[src/rtl/clk_div_pkg.sv]
// Shared types and defaults for the multi-channel clock/tick divider.
// Latency: n/a (types and constants only).
// Backpressure: n/a.
package clk_div_pkg;

  // Default counter width; 2^26 covers a 50M count.
  localparam int CNT_W_DEF    = 26;
  // Default reset half-period: 100 Hz from a 50 MHz clock.
  localparam int DEF_HALF_DEF = 250_000;

  // Storage width for programmed counts. A channel's CNT_W must not exceed it;
  // narrower values are zero-extended so compares stay exact.
  typedef logic [CNT_W_DEF-1:0] cnt_t;

  // One programmed setting: high count, low count and a valid flag.
  typedef struct packed {
    cnt_t half;
    cnt_t lo;
    logic vld;
  } ch_cfg_t;

endpackage

[src/rtl/clk_div_chan.sv]
// One divider channel: counter, square-wave output, rise tick, pending/active counts.
// Latency: outputs registered; first rise lo_q edges after enable.
// Backpressure: none; config writes are always accepted into the pending register.
//
// Ports:
//   clk, rst_n   clock, async active-low reset
//   en_i         run enable; low holds the channel cleared
//   sync_clr_i   synchronous restart (phase align with other channels)
//   we_i         write strobe for this channel
//   half_i/lo_i  new high/low counts (equal when duty control is not built)
//   clk_out_o    divided square wave
//   tick_o       one-cycle pulse on the cycle clk_out_o rises
module clk_div_chan
  import clk_div_pkg::*;
#(
  parameter int CNT_W    = CNT_W_DEF,
  parameter int DEF_HALF = DEF_HALF_DEF
) (
  input  logic             clk,
  input  logic             rst_n,
  input  logic             en_i,
  input  logic             sync_clr_i,
  input  logic             we_i,
  input  logic [CNT_W-1:0] half_i,
  input  logic [CNT_W-1:0] lo_i,
  output logic             clk_out_o,
  output logic             tick_o
);

  logic [CNT_W-1:0] cnt_d, cnt_q;
  logic             out_d, out_q;
  logic             tick_d, tick_q;
  cnt_t             hi_d, hi_q;
  cnt_t             lo_d, lo_q;
  ch_cfg_t          pend_d, pend_q;
  ch_cfg_t          nxt;
  cnt_t             lim;
  logic             idle;
  logic             at_lim;
  logic             apply;

  always_comb begin
    // A write in this cycle supersedes whatever is already pending.
    nxt = pend_q;
    if (we_i) begin
      nxt = '{half: cnt_t'(half_i), lo: cnt_t'(lo_i), vld: 1'b1};
    end

    idle   = (hi_q == '0) || (lo_q == '0);
    lim    = out_q ? hi_q : lo_q;
    at_lim = (cnt_t'(cnt_q) == (lim - cnt_t'(1)));

    apply  = 1'b0;
    cnt_d  = cnt_q;
    out_d  = out_q;
    tick_d = 1'b0;

    if (sync_clr_i || !en_i || idle) begin
      // Cleared or parked: nothing is running, so a pending value can land now.
      cnt_d = '0;
      out_d = 1'b0;
      apply = 1'b1;
    end else if (at_lim) begin
      cnt_d  = '0;
      out_d  = ~out_q;
      tick_d = ~out_q;
      // Only the high->low toggle closes a full period.
      apply  = out_q;
    end else begin
      cnt_d = cnt_q + CNT_W'(1);
    end

    pend_d = nxt;
    hi_d   = hi_q;
    lo_d   = lo_q;
    if (apply && nxt.vld) begin
      hi_d       = nxt.half;
      lo_d       = nxt.lo;
      pend_d.vld = 1'b0;
    end
  end

  always_ff @(posedge clk or negedge rst_n) begin
    if (!rst_n) begin
      cnt_q  <= '0;
      out_q  <= 1'b0;
      tick_q <= 1'b0;
      hi_q   <= cnt_t'(DEF_HALF);
      lo_q   <= cnt_t'(DEF_HALF);
      pend_q <= '0;
    end else begin
      cnt_q  <= cnt_d;
      out_q  <= out_d;
      tick_q <= tick_d;
      hi_q   <= hi_d;
      lo_q   <= lo_d;
      pend_q <= pend_d;
    end
  end

  assign clk_out_o = out_q;
  assign tick_o    = tick_q;

endmodule

[src/rtl/clk_div_multi.sv]
// Multi-channel programmable clock/tick generator; NCH independent divider channels.
// Latency: outputs registered; divisor changes take effect at the next period end.
// Backpressure: none; writes to channel indices >= NCH are dropped.
//
// Ports:
//   clk, rst_n    clock, async active-low reset
//   en_i          per-channel run enable
//   sync_clr_i    restart all channels together
//   cfg_we_i      divisor write strobe, cfg_ch_i selects the channel
//   cfg_half_i    new half period (high time when CLK_DIV_DUTY_EN is defined)
//   cfg_lo_i      new low time, present only with CLK_DIV_DUTY_EN
//   clk_out_o     per-channel square wave
//   tick_o        per-channel one-cycle pulse on each clk_out_o rise
// cfg_ch_i carries one extra code point so out-of-range selects are expressible.
module clk_div_multi
  import clk_div_pkg::*;
#(
  parameter  int NCH      = 4,
  parameter  int CNT_W    = CNT_W_DEF,
  parameter  int DEF_HALF = DEF_HALF_DEF,
  localparam int CH_W     = $clog2(NCH + 1)
) (
  input  logic             clk,
  input  logic             rst_n,
  input  logic [NCH-1:0]   en_i,
  input  logic             sync_clr_i,
  input  logic             cfg_we_i,
  input  logic [CH_W-1:0]  cfg_ch_i,
  input  logic [CNT_W-1:0] cfg_half_i,
`ifdef CLK_DIV_DUTY_EN
  input  logic [CNT_W-1:0] cfg_lo_i,
`endif
  output logic [NCH-1:0]   clk_out_o,
  output logic [NCH-1:0]   tick_o
);

  logic [CNT_W-1:0] lo_wr;

`ifdef CLK_DIV_DUTY_EN
  assign lo_wr = cfg_lo_i;
`else
  // 50% duty: the low phase uses the same count as the high phase.
  assign lo_wr = cfg_half_i;
`endif

  for (genvar g = 0; g < NCH; g++) begin : g_ch
    logic we_ch;
    assign we_ch = cfg_we_i && (cfg_ch_i == CH_W'(g));

    clk_div_chan #(
      .CNT_W    (CNT_W),
      .DEF_HALF (DEF_HALF)
    ) u_chan (
      .clk        (clk),
      .rst_n      (rst_n),
      .en_i       (en_i[g]),
      .sync_clr_i (sync_clr_i),
      .we_i       (we_ch),
      .half_i     (cfg_half_i),
      .lo_i       (lo_wr),
      .clk_out_o  (clk_out_o[g]),
      .tick_o     (tick_o[g])
    );
  end

endmodule

[config.mk]
export PLATFORM = sky130hd
export DESIGN_NAME = clk_div_multi
export DESIGN_NICKNAME = d
export VERILOG_FILES = /design/src/rtl/clk_div_pkg.sv /design/src/rtl/clk_div_chan.sv /design/src/rtl/clk_div_multi.sv
export SDC_FILE = /design/constraint.sdc
export NUM_CORES = 1
export LEC_CHECK = 0
export CAP_MARGIN = 25
export CORE_MARGIN = 2
export CORE_UTILIZATION = 25
export DETAILED_ROUTE_END_ITERATION = 8
export GPL_TIMING_DRIVEN = 0
export SYNTH_ARGS = -nofsm -noshare
export SYNTH_HDL_FRONTEND = slang
export SYNTH_HIERARCHICAL = 1
export SYNTH_SLANG_ARGS = --single-unit
[constraint.sdc]
create_clock -name clk -period 6.18 [get_ports clk]
set_clock_uncertainty 0.15 [all_clocks]
set_input_delay 1.236 -clock clk [delete_from_list [all_inputs] [get_ports clk]]
set_output_delay 1.236 -clock clk [all_outputs]
set_load 0.05 [all_outputs]
==> reports/metrics.cfg <==
[logic_synthesis]
async_flop_share_pct=100
synth_cell_types=84
synth.net_count=3043
avgSynthCellArea_um2=10.4
synth_edf_count=0
ys_warn_count=6
postSynthCellCount=2998
netlist_area_mm2=0.0312
ys_ff_latch=532
ys_seq_area_share_pct=42.9
synth_ff_type=dfrtp_1

[hold_path]
min_path_type=reg -> reg

[clock_tree]
holdBufCountCts=0
numCtsBuffers=58
clock_latency_ns=0.65
clock_path_buffers=3
clock_sinks=532
clk_pin_slew_worst_paths_ns=0.06
cts-root-buf=clkbuf_16
cts_tree=built
postCtsSetupBuffers=0
h-tree-depth=2

[drt]
wl_per_cell_um=20.5
drt-initial-drc-count=2658
first_pass_iters=6
antenna_left=0
drc=0
wl_um=98200
vias_per_cell=5.32
vias=25500

[grt]
antenna_found_initial=6
grt_overflow_total=0
grt_first_pass_wirelength_um=152000
grt_use_total_pct=15.0
grt_max_degree=115
grt_pass1_vias=25100

[die]
start_util_pct=25.2
fp.dieH_um=357
die_area_mm2=0.128
die_w_um=357
fp-row-count=129
core_mm2=0.124
io_pins=45

[critical_path]
crit_chain=buf_4, buf_4, buf_2, clkbuf_1, clkbuf_2, mux2i_1, ha_1, nor3b_1, a32oi_1, nor2_1, o211ai_1, a2111oi_0, nand4_1, nor3_2, buf_4, buf_4, nor3_1
worstPathRequired_ns=6.52
path_common_cell=buf_4
max_stage_delay_ns=0.64
cp_max_fo=10
worstSetupStartpointType=register
endpoint_kind=register
worstPathArrival_ns=6.29
critical_path.slowest_cell=a2111oi_0
crit_type=reg -> reg

[timing]
clock.fmax_ghz=0.168
setup_violations=0
hold_viol=0
finalMaxSlewViolations=0
fin_crit_sh_pct=96.3
relSlewSlack_pct=37.2
worst_slack_ns=0.231
tightest_slew_ns=0.941
min_period_ns=5.95

[run]
cap_violations=0

[pwr]
power_w=0.0134
p_seq_share_pct=38.1
p_leak_nw=13.9
peakVddDrop_v=0.000281
powerDensity_mw_per_mm2=371
switching_power_w=0.00495
switching_share_pct=37.0
pwr-share-comb_pct=34.1
pwr-share-clk_pct=27.9
internal_power_w=0.00841

[placement]
dp_hpwl_um=69800
dp_slack_ns=-0.126
place.gp.congestion=0.909
io_buffers=44
placed_area_mm2=0.0339

[run_status]
status=finished clean

[layout]
final_area_mm2=0.0360
drive_above_1_share_pct=16.6
fin_util_pct=29.1
syn2layout_area_growth_pct=15.3
nNetsFinal=3155

[layout by cell type, fill, tap and decap left out, types with 22 or more instances in the layout]
cell | Yosys | layout
a21oi_1 | 36 | 34
a311oi_1 | 208 | 208
a31oi_1 | 114 | 114
and3_1 | 24 | 24
buf_1 | 22 | 22
buf_2 | 66 | 67
clkbuf_1 | 112 | 120
clkbuf_16 | 0 | 59
clkdlybuf4s50_1 | 0 | 43
dfrtp_1 | 476 | 476
dfstp_2 | 56 | 56
inv_1 | 118 | 118
mux2_2 | 114 | 114
mux2_4 | 100 | 100
mux2i_1 | 210 | 210
nand2_1 | 80 | 80
nand3_1 | 56 | 56
nand4_1 | 34 | 34
nor2_1 | 142 | 142
nor3_1 | 250 | 250
nor3b_1 | 24 | 24
nor4_1 | 46 | 46
o21ai_0 | 130 | 130
or3_1 | 32 | 32
or4_1 | 26 | 26
xnor2_1 | 136 | 136
xor2_1 | 96 | 96
[cells in the mapped netlist, drive strengths merged, types with 32 or more instances]
cell type,count,area (µm²)
dfrtp,476,11900
nor3,254,1290
mux2,220,2850
mux2i,210,2100
a311oi,208,1820
nor2,142,533
xnor2,136,1190
o21ai,134,686
inv,118,443
a31oi,114,713
buf,112,718
clkbuf,112,420
xor2,96,841
nand2,80,300
dfstp,56,1470
nand3,56,280
nor4,50,338
a21oi,38,213
nand4,34,213
or3,32,200
[worst paths after layout]
| path | cells past startpoint | start | slack (ns) | end |
|---|---|---|---|---|
| worst max register to register | 17 | g_ch[2].u_chan/clk_out_o | 0.23 | g_ch[2].u_chan/cnt_q[24] |
| min in group asynchronous | 1 | rst_n | 0.39 | g_ch[3].u_chan/cnt_q[4] |
| worst max-delay path | 17 | g_ch[2].u_chan/clk_out_o | 0.23 | g_ch[2].u_chan/cnt_q[24] |
| worst min-delay path | 1 | g_ch[1].u_chan/pend_q[25] | 0.34 | g_ch[1].u_chan/pend_q[25] |
| max in group asynchronous | 3 | rst_n | 4.06 | g_ch[1].u_chan/lo_q[17] |
| worst min register to register | 1 | g_ch[1].u_chan/pend_q[25] | 0.34 | g_ch[1].u_chan/pend_q[25] |
[power groups by stage]
stage | sequential [W] | clock, W | combinational (W)
after floorplan | 0.00478 | 0 | 0.00336
after global placement | 0.00512 | 0 | 0.00434
after detailed placement | 0.00511 | 0 | 0.00442
after CTS | 0.00506 | 0.00382 | 0.00445
after global routing | 0.00518 | 0.00396 | 0.00494
final | 0.00508 | 0.00372 | 0.00455
[sequential cells by signal, indices dropped and copies added (netlist names)]
signal and flops:
g_ch.u_chan/hi_q 104, g_ch.u_chan/tick_o 4, g_ch.u_chan/lo_q 104, g_ch.u_chan/cnt_q 104, g_ch.u_chan/clk_out_o 4, g_ch.u_chan/pend_q 212
[logic make-up after synthesis]
kind of cell	share of synthesized area (%)
DFF	42.9
adders and majority gates	0.321
buffers and inverters	5.07
AOI/OAI and AO/OA	14.2
xor gates and xnor gates	6.65
muxes	15.9
and+or+nand+nor	15.0
[final cells by class]
class | instances | area [µm²]
inverters | 118 | 443
diodes | 1 | 2.50
multi-input cells | 2124 | 16300
clock inverters | 22 | 320
fillers | 12800 | 87800
plain buffers | 224 | 1140
clock buffers | 87 | 1760
repair buffers | 52 | 608
well taps | 1637 | 2050
flip-flops and latches | 532 | 13400
[layer usage]
layer  part of all wire (%)  GRT usage (%)
met5                  0.012              0
met1                     43           20.2
met3                    7.1           2.62
met4                    4.0           5.89
met2                     45           23.9
[timing repair]
item	in CTS	in global routing
endpoints found under the setup margin	52	140
gates resized for setup	2	7
pin swaps	0	0
[per-stage QoR]
| step | TNS [ns] | instances | hold WS, ns |
|---|---|---|---|
| after floorplan | 0 | 2998 | 0.316 |
| after global placement | - | 4679 | 0.327 |
| after detailed placement | -3.72 | 4685 | 0.332 |
| after CTS | 0 | 4794 | 0.347 |
| after global routing | -0.0778 | 4796 | 0.355 |
| final | 0 | 4797 | 0.345 |
[worst max-delay path: cells and delay by family (launching register included)]
family | cells | cell delay (ns)
buffers and inverters | 7 | 2.17
and+or+nand+nor | 5 | 1.43
AOI/OAI and AO/OA | 3 | 0.98
DFF | 1 | 0.53
adders and majority gates | 1 | 0.27
muxes | 1 | 0.26
No activity file was read; power rests on OpenSTA's default activity.
